`config.mk`:
```
export PLATFORM = sky130hd
export DESIGN_NAME = brownout_dig_mc
export DESIGN_NICKNAME = d
export VERILOG_FILES = /design/src/rtl/brownout_dig_mc.sv
export SDC_FILE = /design/constraint.sdc
export NUM_CORES = 1
export LEC_CHECK = 0
export CAP_MARGIN = 20
export CORE_ASPECT_RATIO = 0.6
export CORE_MARGIN = 1.5
export CORE_UTILIZATION = 40
export CTS_BUF_LIST = sky130_fd_sc_hd__clkbuf_8
export DETAILED_ROUTE_END_ITERATION = 7
export PLACE_DENSITY_LB_ADDON = 0.05
export SETUP_SLACK_MARGIN = 0.05
export SLEW_MARGIN = 20
export SYNTH_ARGS = -nofsm -noshare
export SYNTH_HDL_FRONTEND = slang
export SYNTH_SLANG_ARGS = --single-unit
```
`constraint.sdc`:
```
create_clock -name osc_ck -period 6.4 [get_ports osc_ck]
set_input_delay 1.28 -clock osc_ck [delete_from_list [all_inputs] [get_ports osc_ck]]
set_output_delay 1.28 -clock osc_ck [all_outputs]
set_load 0.02 [all_outputs]
```
`src/rtl/brownout_dig_mc.sv`:
```
// Multi-channel brownout controller: per-channel sync, debounce, one-shot hold,
// frozen trip-code decode and RC oscillator request.
module brownout_dig_mc #(
  parameter int NCH        = 2,
  parameter int TRIP_W     = 3,
  parameter int DEB_W      = 4,
  parameter int HOLD_W     = 16,
  parameter int LONG_HOLD  = 65535,
  parameter int SHORT_HOLD = 256
) (
  input  logic                        osc_ck,
  input  logic                        ena,
  input  logic [NCH-1:0]              brout_filt,
  input  logic [NCH*TRIP_W-1:0]       trip,
  input  logic [DEB_W-1:0]            deb_len,
  input  logic                        force_short_oneshot,
  input  logic                        force_rc_osc,
  output logic                        osc_ena,
  output logic [NCH-1:0]              out,
  output logic                        out_any,
  output logic [NCH*(2**TRIP_W)-1:0]  trip_decoded,
  output logic [NCH-1:0]              timed_out,
  output logic                        osc_ck_256,
  output logic [2*NCH-1:0]            state_dbg
);

  localparam int DEC_W = 2**TRIP_W;
  localparam logic [HOLD_W-1:0] LONG_LEN  = HOLD_W'(LONG_HOLD);
  localparam logic [HOLD_W-1:0] SHORT_LEN = HOLD_W'(SHORT_HOLD);
  localparam logic [HOLD_W-1:0] CNT_ONE   = HOLD_W'(1);

  typedef enum logic [1:0] {
    ST_OK    = 2'd0,
    ST_DEB   = 2'd1,
    ST_BROWN = 2'd2,
    ST_HOLD  = 2'd3
  } state_t;

  state_t            state_q [NCH];
  state_t            state_d [NCH];
  logic [HOLD_W-1:0] cnt_q   [NCH];
  logic [HOLD_W-1:0] cnt_d   [NCH];
  logic [HOLD_W-1:0] hold_q  [NCH];
  logic [HOLD_W-1:0] hold_d  [NCH];

  logic [NCH-1:0]    sync1_q;
  logic [NCH-1:0]    sync2_q;
  logic [NCH-1:0]    expire;
  logic [NCH-1:0]    flag_d;
  logic              any_busy;
  logic [7:0]        div_q;
  logic [HOLD_W-1:0] deb_ext;

  assign deb_ext = HOLD_W'(deb_len);

  // Next-state logic, one independent FSM per channel.
  // A '>=' debounce compare lets a shortened deb_len mid-DEB take effect at once.
  always_comb begin
    expire   = '0;
    flag_d   = '0;
    any_busy = 1'b0;
    for (int i = 0; i < NCH; i++) begin
      state_d[i] = state_q[i];
      cnt_d[i]   = cnt_q[i];
      hold_d[i]  = hold_q[i];
      case (state_q[i])
        ST_OK: begin
          if (sync2_q[i]) begin
            if (deb_len == '0) begin
              state_d[i] = ST_BROWN;
            end else begin
              state_d[i] = ST_DEB;
              cnt_d[i]   = '0;
            end
          end
        end
        ST_DEB: begin
          if (!sync2_q[i]) begin
            state_d[i] = ST_OK;
          end else if (deb_len == '0 || cnt_q[i] >= deb_ext - CNT_ONE) begin
            state_d[i] = ST_BROWN;
          end else begin
            cnt_d[i] = cnt_q[i] + CNT_ONE;
          end
        end
        ST_BROWN: begin
          if (!sync2_q[i]) begin
            state_d[i] = ST_HOLD;
            cnt_d[i]   = '0;
            hold_d[i]  = force_short_oneshot ? SHORT_LEN : LONG_LEN;
          end
        end
        ST_HOLD: begin
          if (sync2_q[i]) begin
            state_d[i] = ST_BROWN;
          end else if (cnt_q[i] == hold_q[i] - CNT_ONE) begin
            state_d[i] = ST_OK;
            expire[i]  = 1'b1;
          end else begin
            cnt_d[i] = cnt_q[i] + CNT_ONE;
          end
        end
        default: state_d[i] = ST_OK;
      endcase
      flag_d[i] = (state_d[i] == ST_BROWN) || (state_d[i] == ST_HOLD);
      if (state_q[i] != ST_OK) any_busy = 1'b1;
    end
  end

  always_comb begin
    state_dbg = '0;
    for (int i = 0; i < NCH; i++) begin
      state_dbg[2*i +: 2] = state_q[i];
    end
  end

  // The raw comparator term wakes the oscillator before any clock edge exists.
  assign osc_ena    = ena & (force_rc_osc | (|brout_filt) | any_busy);
  assign osc_ck_256 = div_q[7];

  always_ff @(posedge osc_ck or negedge ena) begin
    if (!ena) begin
      sync1_q   <= '0;
      sync2_q   <= '0;
      out       <= '0;
      out_any   <= 1'b0;
      timed_out <= '0;
      div_q     <= '0;
      for (int i = 0; i < NCH; i++) begin
        state_q[i] <= ST_OK;
        cnt_q[i]   <= '0;
        hold_q[i]  <= '0;
        trip_decoded[i*DEC_W +: DEC_W] <= DEC_W'(1);
      end
    end else begin
      sync1_q   <= brout_filt;
      sync2_q   <= sync1_q;
      out       <= flag_d;
      out_any   <= |flag_d;
      timed_out <= expire;
      div_q     <= div_q + 8'd1;
      for (int i = 0; i < NCH; i++) begin
        state_q[i] <= state_d[i];
        cnt_q[i]   <= cnt_d[i];
        hold_q[i]  <= hold_d[i];
        // Divider code is frozen for the whole event; reload only while idle.
        if (state_q[i] == ST_OK) begin
          trip_decoded[i*DEC_W +: DEC_W] <= DEC_W'(1) << trip[i*TRIP_W +: TRIP_W];
        end
      end
    end
  end

endmodule

```
==> flow_summary.json, run 1 <==
{
  "hold_path_class": "reg2reg",
  "ys_warn_count": 0,
  "hold_viol_final": 0,
  "instances_no_fill": 628,
  "clkPwrFrac": 0.397,
  "leakagePower_nw": 2.23,
  "overflow": 0,
  "setup_viol": 0,
  "worst_slew_pin_slew_ps": 936,
  "cp_max_fo": 25,
  "fmax_ghz": 0.188,
  "synth_ff_type": "dfrtp_1",
  "dpl_worst_slack_ps": 670,
  "path_depth": 13,
  "grt_pass1_vias": 3201,
  "cts_root_buf": "clkbuf_8",
  "drtAntennaViolNets": 0,
  "critical_path_required_ps": 6690,
  "critPathLaunchType": "input pin",
  "post_cts_resized": 0,
  "hpwl_mm": 6.99,
  "path_class": "in2reg",
  "place_area_um2": 4850,
  "die_h_um": 83.6,
  "finalWorstSetupSlack_ps": 1090,
  "power_density_nw_per_um2": 220,
  "status": "completed",
  "cts-hold-fix-buffers": 0,
  "period_share": 0.830,
  "insertedDiodeCount": 0,
  "slowest_stage": "inv_1",
  "yosys.area.top_type": "dfrtp_1",
  "grt_pass1_wl_mm": 16.6,
  "pwr-share-comb": 0.142,
  "layout-drive-gt1-share": 0.0818,
  "netlist_top_cells_area": "dfrtp_1 41%, ha_1 10%, nand2_1 4.6%",
  "synth_edf_count": 0,
  "end_kind": "flip-flop",
  "htreeDepth": 3,
  "whs_path_depth": 0,
  "cts_tree": "yes",
  "cts_made_buffers": 9,
  "grt_start_max_net_pins": 74,
  "synthMostInstantiatedCell": "dfrtp_1",
  "rsz0062_at_grt": "false",
  "post_cts_buffers": 0,
  "irDropWorstVdd_v": 0.000118,
  "netlist-cell-type-count": 64,
  "seqPwrFrac": 0.460,
  "gp_congestion": 0.821,
  "die_x_um": 137,
  "power_mw": 1.12,
  "clk_latency_ps": 360,
  "yosysSeqAreaShare": 0.423,
  "io_pins": 43,
  "drt_wl_total_mm": 9.84,
  "final_nets": 536,
  "critical-path-max-stage-delay_ps": 580,
  "final_cell_area_um2": 5090,
  "synth_commonest_cells": "71 x dfrtp_1, 53 x nand2_1, 38 x nand3_1, 36 x ha_1, 24 x o21ai_0",
  "synth_cells": 444,
  "place_inst": 612,
  "syn_to_final_growth_pct": 17.6,
  "internal-power_mw": 0.809,
  "reg2reg_depth": 9,
  "gr-usage-all-layers": 0.186,
  "cp_top_family": "simple AND/OR/NAND/NOR gates",
  "worstPathArrival_ps": 5600,
  "antenna_found_initial": 0,
  "clk_pin_slew_ps": 90,
  "ys_ff_latch": 73,
  "holdWs_ps": 342,
  "viasPerCell": 5.49,
  "die-area_um2": 11500,
  "routedWlPerCell_um": 15.7,
  "path_buf_inv": 3,
  "start_util": 0.410,
  "first_pass_iters": 4,
  "skew_ps": 12.2,
  "slew_headroom": 0.376,
  "drc": 0,
  "port_buffers": 42,
  "finalCoreUtilization": 0.482,
  "maxCapViolations": 0,
  "clock_path_buffers": 2,
  "fillerInstances": 973,
  "coreArea_um2": 10600,
  "drt_first_iter_violations": 161,
  "crit_chain": "clkdlybuf4s50_1 -> inv_1 -> ha_1 -> nor3b_1 -> inv_1 -> ha_1 -> a21o_1 -> a211oi_1 -> and2b_1 -> a41oi_4 -> or2_4 -> or4b_1 -> nand3_1",
  "row_count": 29,
  "synth_top_area_share": 0.411,
  "syn-cell-area_um2": 4330,
  "syn_nets": 496,
  "syn_avg_cell_area_um2": 9.74,
  "vias": 3445,
  "slew_viol_final": 0,
  "tns_ps": 0,
  "synthArstFlopShare": 1.00,
  "sw_frac_of_total": 0.278,
  "min_period_ps": 5310,
  "cts_sinks": 73,
  "p_sw_mw": 0.311
}
-- flip-flops by register name, indices dropped and copies added (netlist names) --
name          cells
out               2
sync1_q           2
sync2_q           2
trip_decoded     16
cnt_q            32
hold_q            4
timed_out         2
out_any           1
state_dbg         4
div_q             8
-- power groups by stage --
stage,Combinational [mW],Clock (mW),Sequential [mW]
floorplan,0.113,0,0.514
detailed placement,0.161,0,0.524
global route,0.182,0.483,0.520
finish,0.159,0.445,0.515
CTS,0.162,0.460,0.515
global placement,0.158,0,0.523
-- worst register-to-register path: stages (launching register included) --
cell	delay (ps)
dfrtp_1	320
buf_4	270
or2_0	700
o21ai_1	220
a2111o_1	380
a41oi_4	290
or2_4	340
inv_2	120
mux2i_1	160
nand2_1	70
-- layout make-up --
class	count	area (µm²)	share of cell area
multi-input cells	335	2320	0.457
flip-flops and latches	73	1830	0.359
repair buffers	46	448	0.0880
well taps	139	174	0.0342
clock buffers	9	124	0.0243
clock inverters	7	119	0.0234
inverters	19	71.3	0.0140
-- worst paths after layout --
check / start / to / slack (ps)
min: sync1_q[0] / sync2_q[0] / 340
max in group asynchronous: ena / cnt_q[23] / 4630
min reg2reg: sync1_q[0] / sync2_q[0] / 340
min in group asynchronous: ena / trip_decoded[13] / 1150
max: deb_len[0] / cnt_q[22] / 1090
max reg2reg: state_dbg[0] / cnt_q[30] / 3420
-- cell families after synthesis --
| kind of cell | share of synthesized area |
|---|---|
| adder cells (fa/ha/maj) | 0.107 |
| multiplexers | 0.00231 |
| flip-flops | 0.423 |
| buffers and inverters | 0.0399 |
| AND/OR/NAND/NOR | 0.241 |
| AO/OA/AOI/OAI | 0.163 |
| XOR/XNOR | 0.0243 |
-- cell usage in the layout (no fill, tap or decap), types with 3 or more instances in the layout --
cell             instances
inv_1                   19
or3_1                    3
nor2b_1                  5
clkdlybuf4s50_1         41
and2_1                   8
and3_1                   6
dfrtp_1                 71
o21ai_0                 24
or2_2                    6
a21oi_1                 17
xnor2_1                 10
buf_4                    5
nor2_1                  15
o211ai_1                 7
nor3b_1                  4
nor4_1                  10
o31ai_1                  6
nand2_1                 53
and4_1                   5
nand3_1                 38
clkbuf_8                 9
nor3_1                   6
o22ai_1                  3
a211oi_1                 3
a21o_1                   5
nand4_1                  9
ha_1                    36
a22o_1                  12
or4b_1                   8
bufinv_16                3
-- routing by layer --
layer	vias up	global-route usage	routed length (µm)
met5	-	0	0
met4	0	0.0478	111
met3	9	0.0559	534
met1	1611	0.289	5370
li1	1732	-	-
met2	93	0.245	3830
Note: power is estimated with default switching activity, not from simulation.
==> run 2, diff against run 1 <==
==> constraint.sdc (replaced) <==
create_clock -name osc_ck -period 4.77 [get_ports osc_ck]
set_input_delay 0.954 -clock osc_ck [delete_from_list [all_inputs] [get_ports osc_ck]]
set_output_delay 0.954 -clock osc_ck [all_outputs]
set_load 0.02 [all_outputs]
==> run 2 against run 1 <==
Compared with the run above: non-clock buffer count increased by 4; die area is the same; worst hold slack improved by 26 ps; clock-buffer cell count unchanged; critical endpoint unchanged; via count up 0.78%; largest power group unchanged; core utilization is 0.19 points higher; highest routed layer unchanged; register-to-register slack lost 1500 ps; design area grew 0.39%; global-route usage increased by 0.29 points; flip-flop and latch count unchanged.
==> flow_summary.json, run 2 (synthesis results as in run 1) <==
{
  "cts_sinks": 73,
  "layout-drive-gt1-share": 0.0892,
  "drtAntennaViolNets": 0,
  "fillerInstances": 1000,
  "worstPathArrival_ps": 4520,
  "status": "completed",
  "grt_pass1_vias": 3201,
  "setup_viol": 0,
  "reg2reg_depth": 10,
  "grt_start_max_net_pins": 74,
  "antenna_found_initial": 0,
  "place_inst": 616,
  "hold_path_class": "reg2reg",
  "overflow": 0,
  "critical_path_required_ps": 5060,
  "final_common_cell": "dfrtp_1",
  "drc": 0,
  "viasPerCell": 5.49,
  "largest_register": "cnt_q",
  "port_buffers": 42,
  "final_nets": 540,
  "gr-usage-all-layers": 0.189,
  "rr_startpoint": "cnt_q[0]",
  "routedWlPerCell_um": 15.9,
  "hpwl_mm": 7.21,
  "fmax_ghz": 0.236,
  "cts_root_buf": "clkbuf_8",
  "ff2ff_setup_slack_ps": 1890,
  "hold_viol_final": 0,
  "htreeDepth": 3,
  "irDropWorstVdd_v": 0.000171,
  "insertedDiodeCount": 0,
  "place_area_um2": 4890,
  "vias": 3472,
  "critPathLaunchType": "input pin",
  "leakagePower_nw": 2.24,
  "die_x_um": 137,
  "layout_common_cells": "71 x dfrtp_1, 53 x nand2_1, 41 x clkdlybuf4s50_1, 38 x nand3_1, 36 x ha_1",
  "rsz0062_at_grt": "false",
  "clock_path_buffers": 2,
  "start_util": 0.410,
  "tns_ps": 0,
  "largest_register_ffs": 32,
  "cts_tree": "yes",
  "io_pins": 43,
  "final_cell_area_um2": 5110,
  "die_h_um": 83.6,
  "path_class": "in2reg",
  "drt_wl_total_mm": 10.1,
  "clk_latency_ps": 360,
  "grt_pass1_wl_mm": 16.8,
  "slew_viol_final": 0,
  "reg_top3": "cnt_q (32), trip_decoded (16), div_q (8)",
  "end_kind": "flip-flop",
  "power_density_nw_per_um2": 284,
  "r2r-end": "cnt_q[4]",
  "cp_max_fo": 25,
  "startpoint": "deb_len[0]",
  "cts_made_buffers": 9,
  "instances_no_fill": 632,
  "row_count": 29,
  "cts-hold-fix-buffers": 0,
  "clk_pin_slew_ps": 80,
  "skew_ps": 5.70,
  "worst_slew_pin_slew_ps": 965,
  "post_cts_resized": 0,
  "coreArea_um2": 10600,
  "syn_to_final_growth_pct": 18.1,
  "post_cts_buffers": 0,
  "die-area_um2": 11500,
  "slew_headroom": 0.357,
  "maxCapViolations": 0,
  "period_share": 0.887,
  "worstSetupEndpoint": "cnt_q[22]",
  "first_pass_iters": 4,
  "drt_first_iter_violations": 179,
  "gp_congestion": 0.827,
  "min_period_ps": 4230
}
## run 2: cell count changes in the layout (fill, tap and decap cells not counted), sizes merged
| cell | delta |
|---|---|
| buf | +4 |
| bufinv | -1 |
| clkinv | +1 |
| clkinvlp | +1 |
| inv | -1 |
## run 2: layer usage
layer / vias up / routed length (µm) / global-route usage
met5: - / 0 / 0
met4: 0 / 84 / 0.0488
met3: 7 / 540 / 0.0474
met2: 86 / 3860 / 0.236
met1: 1633 / 5580 / 0.310
li1: 1746 / - / -
## run 2: power breakdown
| group | leakage (nW) | switching (mW) | internal [mW] |
|---|---|---|---|
| logic | 1.23 | 0.125 | 0.0940 |
| registers | 0.901 | 0.0446 | 0.646 |
| clock network | 0.107 | 0.247 | 0.294 |
| total | 2.24 | 0.417 | 1.03 |
## run 2: final cells by class
| type | instances | area, µm² | area share |
|---|---|---|---|
| multi-input cells | 335 | 2320 | 0.455 |
| clock inverters | 7 | 96.3 | 0.0189 |
| well taps | 139 | 174 | 0.0340 |
| flip-flops and latches | 73 | 1830 | 0.358 |
| inverters | 19 | 71.3 | 0.0140 |
| clock buffers | 9 | 124 | 0.0242 |
| repair buffers | 50 | 490 | 0.0960 |
## run 2: metrics by stage
stage	setup WS (ps)	power [mW]	util	hold WS (ps)
global route	235	1.54	0.484	390
detailed placement	217	0.922	0.463	337
floorplan	615	0.841	-	331
finish	540	1.45	0.484	367
global placement	326	0.916	0.463	333
CTS	593	1.48	0.484	378
## run 2: worst max-delay path, stage by stage
cell and delay [ps]:
clkdlybuf4s50_1 430, inv_1 120, ha_1 180, nor3b_1 280, inv_1 120, buf_12 180
ha_1 310, a21o_1 180, a211oi_1 380, and2b_1 250, a41oi_4 170, or2_4 350
or4b_1 520, nand3_1 90
## run 2: worst min path at each step
| stage | slack [ps] | from | end | cells past startpoint |
|---|---|---|---|---|
| floorplan | 330 | sync1_q[0] | sync2_q[0] | 0 |
| global placement | 330 | sync1_q[1] | sync2_q[1] | 0 |
| detailed placement | 340 | sync1_q[1] | sync2_q[1] | 0 |
| CTS | 380 | sync1_q[0] | sync2_q[0] | 0 |
| global route | 390 | sync1_q[0] | sync2_q[0] | 0 |
| finish | 370 | sync1_q[0] | sync2_q[0] | 0 |
